$ cat src/rtl/sb_pkg.sv
// Shared constants for the scoreboard hazard unit.
// Also holds the result-latency clamp used when a producer is issued.
package sb_pkg;

   localparam int NREG     = 32;
   localparam int AW       = 5;
   localparam int MAX_LAT  = 4;
   localparam int LW       = 3;
   localparam int LAT_ALU  = 1;
   localparam int LAT_LOAD = 2;
   localparam int LAT_MUL  = 4;

   // A zero latency is treated as one cycle, and latencies above max_lat are capped,
   // so the value written into a counter always fits the counter.
   function automatic int clamp_lat(input int lat, input int max_lat);
      if (lat == 0) begin
         return 1;
      end
      if (lat > max_lat) begin
         return max_lat;
      end
      return lat;
   endfunction

endpackage

$ cat src/rtl/sb_reg_counter.sv
// Per-register pending counter for the scoreboard.
// A load takes priority over the decrement, and the counter stops at zero instead of wrapping.
module sb_reg_counter #(
   parameter int LW = 3
) (
   input  logic          clk,
   input  logic          rst,
   input  logic          load,
   input  logic [LW-1:0] load_val,
   output logic [LW-1:0] cnt,
   output logic          nz
);

   logic [LW-1:0] cnt_d;
   logic [LW-1:0] cnt_q;

   always_comb begin
      cnt_d = cnt_q;
      if (load) begin
         cnt_d = load_val;
      end else if (cnt_q != '0) begin
         cnt_d = cnt_q - LW'(1);
      end
   end

   always_ff @(posedge clk) begin
      if (rst) begin
         cnt_q <= '0;
      end else begin
         cnt_q <= cnt_d;
      end
   end

   assign cnt = cnt_q;
   assign nz  = (cnt_q != '0);

endmodule

$ cat src/rtl/scoreboard_hazard_unit.sv
// Decode-stage hazard detector built from one down-counter per architectural register.
// It detects read-after-write and write-after-write hazards and keeps a saturating count of stall cycles.
module scoreboard_hazard_unit #(
   parameter int NREG    = sb_pkg::NREG,
   parameter int AW      = sb_pkg::AW,
   parameter int MAX_LAT = sb_pkg::MAX_LAT,
   parameter int LW      = sb_pkg::LW,
   parameter int SW      = 16
) (
   input  logic            clk,
   input  logic            rst,
   input  logic            issue_valid,
   input  logic [AW-1:0]   issue_rs,
   input  logic [AW-1:0]   issue_rt,
   input  logic            use_rs,
   input  logic            use_rt,
   input  logic            issue_we,
   input  logic [AW-1:0]   issue_rd,
   input  logic [LW-1:0]   issue_lat,
   input  logic            kill,
   output logic            stall,
   output logic            rs_wait,
   output logic            rt_wait,
   output logic            waw_wait,
   output logic [NREG-1:0] busy,
   output logic [SW-1:0]   stall_cycles
);

   import sb_pkg::*;

   logic [LW-1:0] cnt [NREG];
   logic [LW-1:0] lat_eff;
   logic [LW-1:0] lat_m1;
   logic          accept;
   logic [SW-1:0] stall_cycles_d;
   logic [SW-1:0] stall_cycles_q;

   assign cnt[0]  = '0;
   assign busy[0] = 1'b0;

   generate
      for (genvar gi = 1; gi < NREG; gi++) begin : g_reg
         sb_reg_counter #(.LW(LW)) u_cnt (
            .clk      (clk),
            .rst      (rst),
            .load     (accept & issue_we & (issue_rd == AW'(gi))),
            .load_val (lat_m1),
            .cnt      (cnt[gi]),
            .nz       (busy[gi])
         );
      end
   endgenerate

   always_comb begin
      lat_eff = LW'(clamp_lat(int'(issue_lat), MAX_LAT));
      lat_m1  = lat_eff - LW'(1);
   end

   // Source checks use the counter values from before this cycle's update,
   // so an instruction that reads and writes the same register never stalls on itself.
   assign rs_wait  = issue_valid & use_rs & (issue_rs != '0) & (cnt[issue_rs] != '0);
   assign rt_wait  = issue_valid & use_rt & (issue_rt != '0) & (cnt[issue_rt] != '0);
   assign waw_wait = issue_valid & issue_we & (issue_rd != '0) & (cnt[issue_rd] > lat_m1);
   assign stall    = rs_wait | rt_wait | waw_wait;
   assign accept   = issue_valid & ~stall & ~kill;

   always_comb begin
      stall_cycles_d = stall_cycles_q;
      if (stall && (stall_cycles_q != {SW{1'b1}})) begin
         stall_cycles_d = stall_cycles_q + SW'(1);
      end
   end

   always_ff @(posedge clk) begin
      if (rst) begin
         stall_cycles_q <= '0;
      end else begin
         stall_cycles_q <= stall_cycles_d;
      end
   end

   assign stall_cycles = stall_cycles_q;

endmodule
$ cat config.mk
export PLATFORM = sky130hd
export DESIGN_NAME = scoreboard_hazard_unit
export DESIGN_NICKNAME = d
export VERILOG_FILES = /design/src/rtl/sb_pkg.sv /design/src/rtl/sb_reg_counter.sv /design/src/rtl/scoreboard_hazard_unit.sv
export SDC_FILE = /design/constraint.sdc
export NUM_CORES = 1
export LEC_CHECK = 0
export CORE_MARGIN = 5
export CORE_UTILIZATION = 45
export CTS_CLUSTER_SIZE = 10
export DETAILED_ROUTE_END_ITERATION = 8
export HOLD_SLACK_MARGIN = 0.03
export PLACE_DENSITY = 0.7
export SLEW_MARGIN = 10
export SYNTH_ARGS = -nofsm -noshare
export SYNTH_HDL_FRONTEND = slang
export SYNTH_HIERARCHICAL = 1
export SYNTH_SLANG_ARGS = --single-unit
$ cat constraint.sdc
create_clock -name clk -period 8.51 [get_ports clk]
set_clock_uncertainty 0.05 [all_clocks]
set_input_delay 1.702 -clock clk [delete_from_list [all_inputs] [get_ports clk]]
set_output_delay 1.702 -clock clk [all_outputs]
set_load 0.02 [all_outputs]
==> flow_summary.json <==
{
  "status": "finished, final reports clean",
  "drive_gt1_frac": 0.0966,
  "grt_pass1_wl_mm": 40.9,
  "post_drt_wl_per_cell_um": 18.7,
  "internal-power_mw": 2.00,
  "io_buffers": 75,
  "grt_use_met2": 0.332,
  "htreeDepth": 3,
  "die_x_um": 154,
  "finalCriticalPeriod_ns": 7.39,
  "synth_mux_area_frac": 0.0925,
  "ys.flop_type": "dfxtp_1",
  "p_leak_nw": 3.71,
  "r2r_slack_ns": 4.03,
  "r2r_cells": 14,
  "syn_inst": 1031,
  "hp-class": "register to register",
  "synth_top_family_by_area": "simple AND/OR/NAND/NOR gates",
  "pre_cts_ws_ns": 1.18,
  "sw_frac_of_total": 0.423,
  "place_congestion": 0.922,
  "critPathTopFamily": "buffers and inverters",
  "rows": 52,
  "power_frac_clock": 0.136,
  "path_buf_inv": 4,
  "ctsResizeCount": 0,
  "syn2layout_area_growth_pct": 14.2,
  "required_ns": 6.76,
  "holdCritStartpoint": "stall_cycles[1]",
  "final_nets": 1184,
  "grt_usage": 0.212,
  "core-area_um2": 20200,
  "hold_buffers": 0,
  "grt_overflow": 0,
  "cts_buffers": 9,
  "fin_util": 0.524,
  "crit_type": "primary input to primary output",
  "layout_common_cells": "nor2b_1 (166), inv_1 (111), dfxtp_1 (109)",
  "syn-num-nets": 1123,
  "vias": 8299,
  "clockBufferDepth": 2,
  "firstDrtPassIters": 6,
  "crit_slowest_cell": "clkdlybuf4s50_1",
  "ys_async_sr_fraction": 0,
  "vias_per_cell": 6.07,
  "rsz0062_at_grt": "no",
  "drtAntennaViolNets": 0,
  "die_y_um": 154,
  "power_density_nw_per_um2": 327,
  "timing.fmax_mhz": 135,
  "hold_violations": 0,
  "placed_cell_area_um2": 10300,
  "dp_hpwl_mm": 18.5,
  "stdcell_count": 1367,
  "antenna_found_initial": 0,
  "fin_ws_ns": 1.12,
  "slew-limit-headroom": 0.300,
  "cp-end-kind": "primary output",
  "routed_wl_mm": 25.6,
  "dp.cells": 1351,
  "cts_sinks": 109,
  "synth_edf_count": 0,
  "worst_slew_pin_slew_ns": 1.05,
  "setup_viol": 0,
  "clk_latency_ns": 0.36,
  "grt_pass1_vias": 7652,
  "cts_tree": "yes",
  "crit_fanout": 20,
  "synth.cell_area_um2": 9280,
  "crit_path_start_kind": "primary input",
  "drv_cap": 0,
  "layout_worst_path_cycle_share": 0.868,
  "die_area_um2": 23600,
  "antenna_cells": 0,
  "synthSimpleGateAreaFrac": 0.347,
  "final_common_cell": "nor2b_1",
  "comb_power_share": 0.557,
  "met3_usage": 0.0379,
  "fin_total_pwr_mw": 3.46,
  "fin_tns_setup_ns": 0,
  "irDropWorstVdd_mv": 0.190,
  "drcViolationCount": 0,
  "ys_ff_latch": 109,
  "drv_slew": 0,
  "synth_fa_ha_area_frac": 0.0904,
  "initial_utilization": 0.458,
  "seq_area_frac_synth": 0.235,
  "grt_max_degree": 67,
  "synth_xor_area_frac": 0.000944,
  "p_sw_mw": 1.46,
  "cts_root_buffer": "clkbuf_16",
  "min_to": "stall_cycles[1]",
  "clkTransAtPathRegs_ns": 0.07,
  "synth_warnings": 6,
  "path_cells": "clkdlybuf4s50_1, buf_4, mux4_2, mux4_2, mux2_2, ha_1, a31oi_1, o21ai_0, nor2_1, inv_1, nand3_4, clkdlybuf4s50_1",
  "synth-compound-area-share": 0.174,
  "holdPathStages": 2,
  "avgSynthCellArea_um2": 9.00,
  "cts_setup_buffers": 0,
  "drt_iter0_drc": 652,
  "stdcell_area_um2": 10600,
  "r2r_end": "g_reg[4].u_cnt/cnt[0]",
  "holdWs_ns": 0.476,
  "met1_usage": 0.299,
  "max_stage_delay_ns": 0.85,
  "yosysUniqueCellTypes": 58,
  "critical_path_arrival_ns": 5.64,
  "io_pins": 77,
  "timing.rr.start": "g_reg[27].u_cnt/cnt[1]",
  "grt_busiest_layer": "met2",
  "p_seq_frac": 0.307
}
==> worst reg2reg max path: stages (launching register included) <==
cell and delay (ns):
dfxtp_1 0.39, mux4_2 0.51, mux4_2 0.46, mux2_2 0.28, ha_1 0.30, a21o_1 0.16
a21oi_1 0.14, nor2_1 0.09, inv_1 0.12, nand3_4 0.10, buf_4 0.29, or4_4 0.59
nor2_1 0.41, nor2b_1 0.09, a2111oi_1 0.39
==> cell type report <==
type	count	area, um^2
tap	270	338
inverter	111	417
multi-input combinational	780	6550
fill	1882	9640
timing repair buffer	81	788
clock buffer	12	256
clock inverter	4	70.1
sequential	109	2180
==> registers in the layout, indices dropped and copies added (netlist names) <==
name,flops
g.u_cnt/cnt,93
stall_cycles,16
==> synth_stat cells (14+ instances only) <==
master / count / area share
nor4b_1: 65 / 0.061
a211oi_1: 21 / 0.017
dfxtp_1: 109 / 0.24
mux2_2: 14 / 0.017
a311oi_2: 31 / 0.050
a2111oi_1: 62 / 0.067
nor2b_1: 166 / 0.11
or3b_1: 31 / 0.029
inv_1: 111 / 0.045
or2b_1: 31 / 0.025
nand2b_1: 41 / 0.028
clkbuf_1: 16 / 0.0065
nor4_1: 20 / 0.013
nor3_1: 50 / 0.027
mux4_2: 27 / 0.066
ha_1: 67 / 0.090
nor2_1: 42 / 0.017
==> how the worst max path moves through the flow <==
| stage | startpoint | endpoint | slack, ns | cells after the start |
|---|---|---|---|---|
| finish | issue_rd[1] | stall | 1.12 | 12 |
| global route | issue_rd[1] | stall | 0.98 | 12 |
| CTS | issue_rd[1] | stall | 1.16 | 12 |
| detailed placement | issue_rd[1] | stall | 1.18 | 12 |
| global placement | issue_rd[1] | stall | 1.30 | 12 |
| floorplan | issue_lat[0] | stall | 1.23 | 13 |
==> power groups by stage <==
stage                     combinational, mW  sequential, mW  clock (mW)
final                                  1.93            1.06       0.473
after global routing                   2.13            1.09       0.505
after CTS                              1.93            1.05       0.482
after detailed placement               1.92            1.06           0
after global placement                 1.88            1.06           0
after floorplan                        1.43           0.914           0
==> cell families after synthesis <==
| group | count (synthesis) |
|---|---|
| adder cells (fa/ha/maj) | 67 |
| buffers and inverters | 142 |
| multiplexers | 50 |
| AO/OA/AOI/OAI | 166 |
| XOR/XNOR | 1 |
| AND/OR/NAND/NOR | 495 |
| other | 1 |
| flip-flops | 109 |
==> layer usage <==
metal | part of all wire | wire length (um)
met5 | 0 | 0
met4 | 0.024 | 624
met2 | 0.44 | 11400
met1 | 0.46 | 11900
met3 | 0.068 | 1750
(Power assumes the default switching activity.)
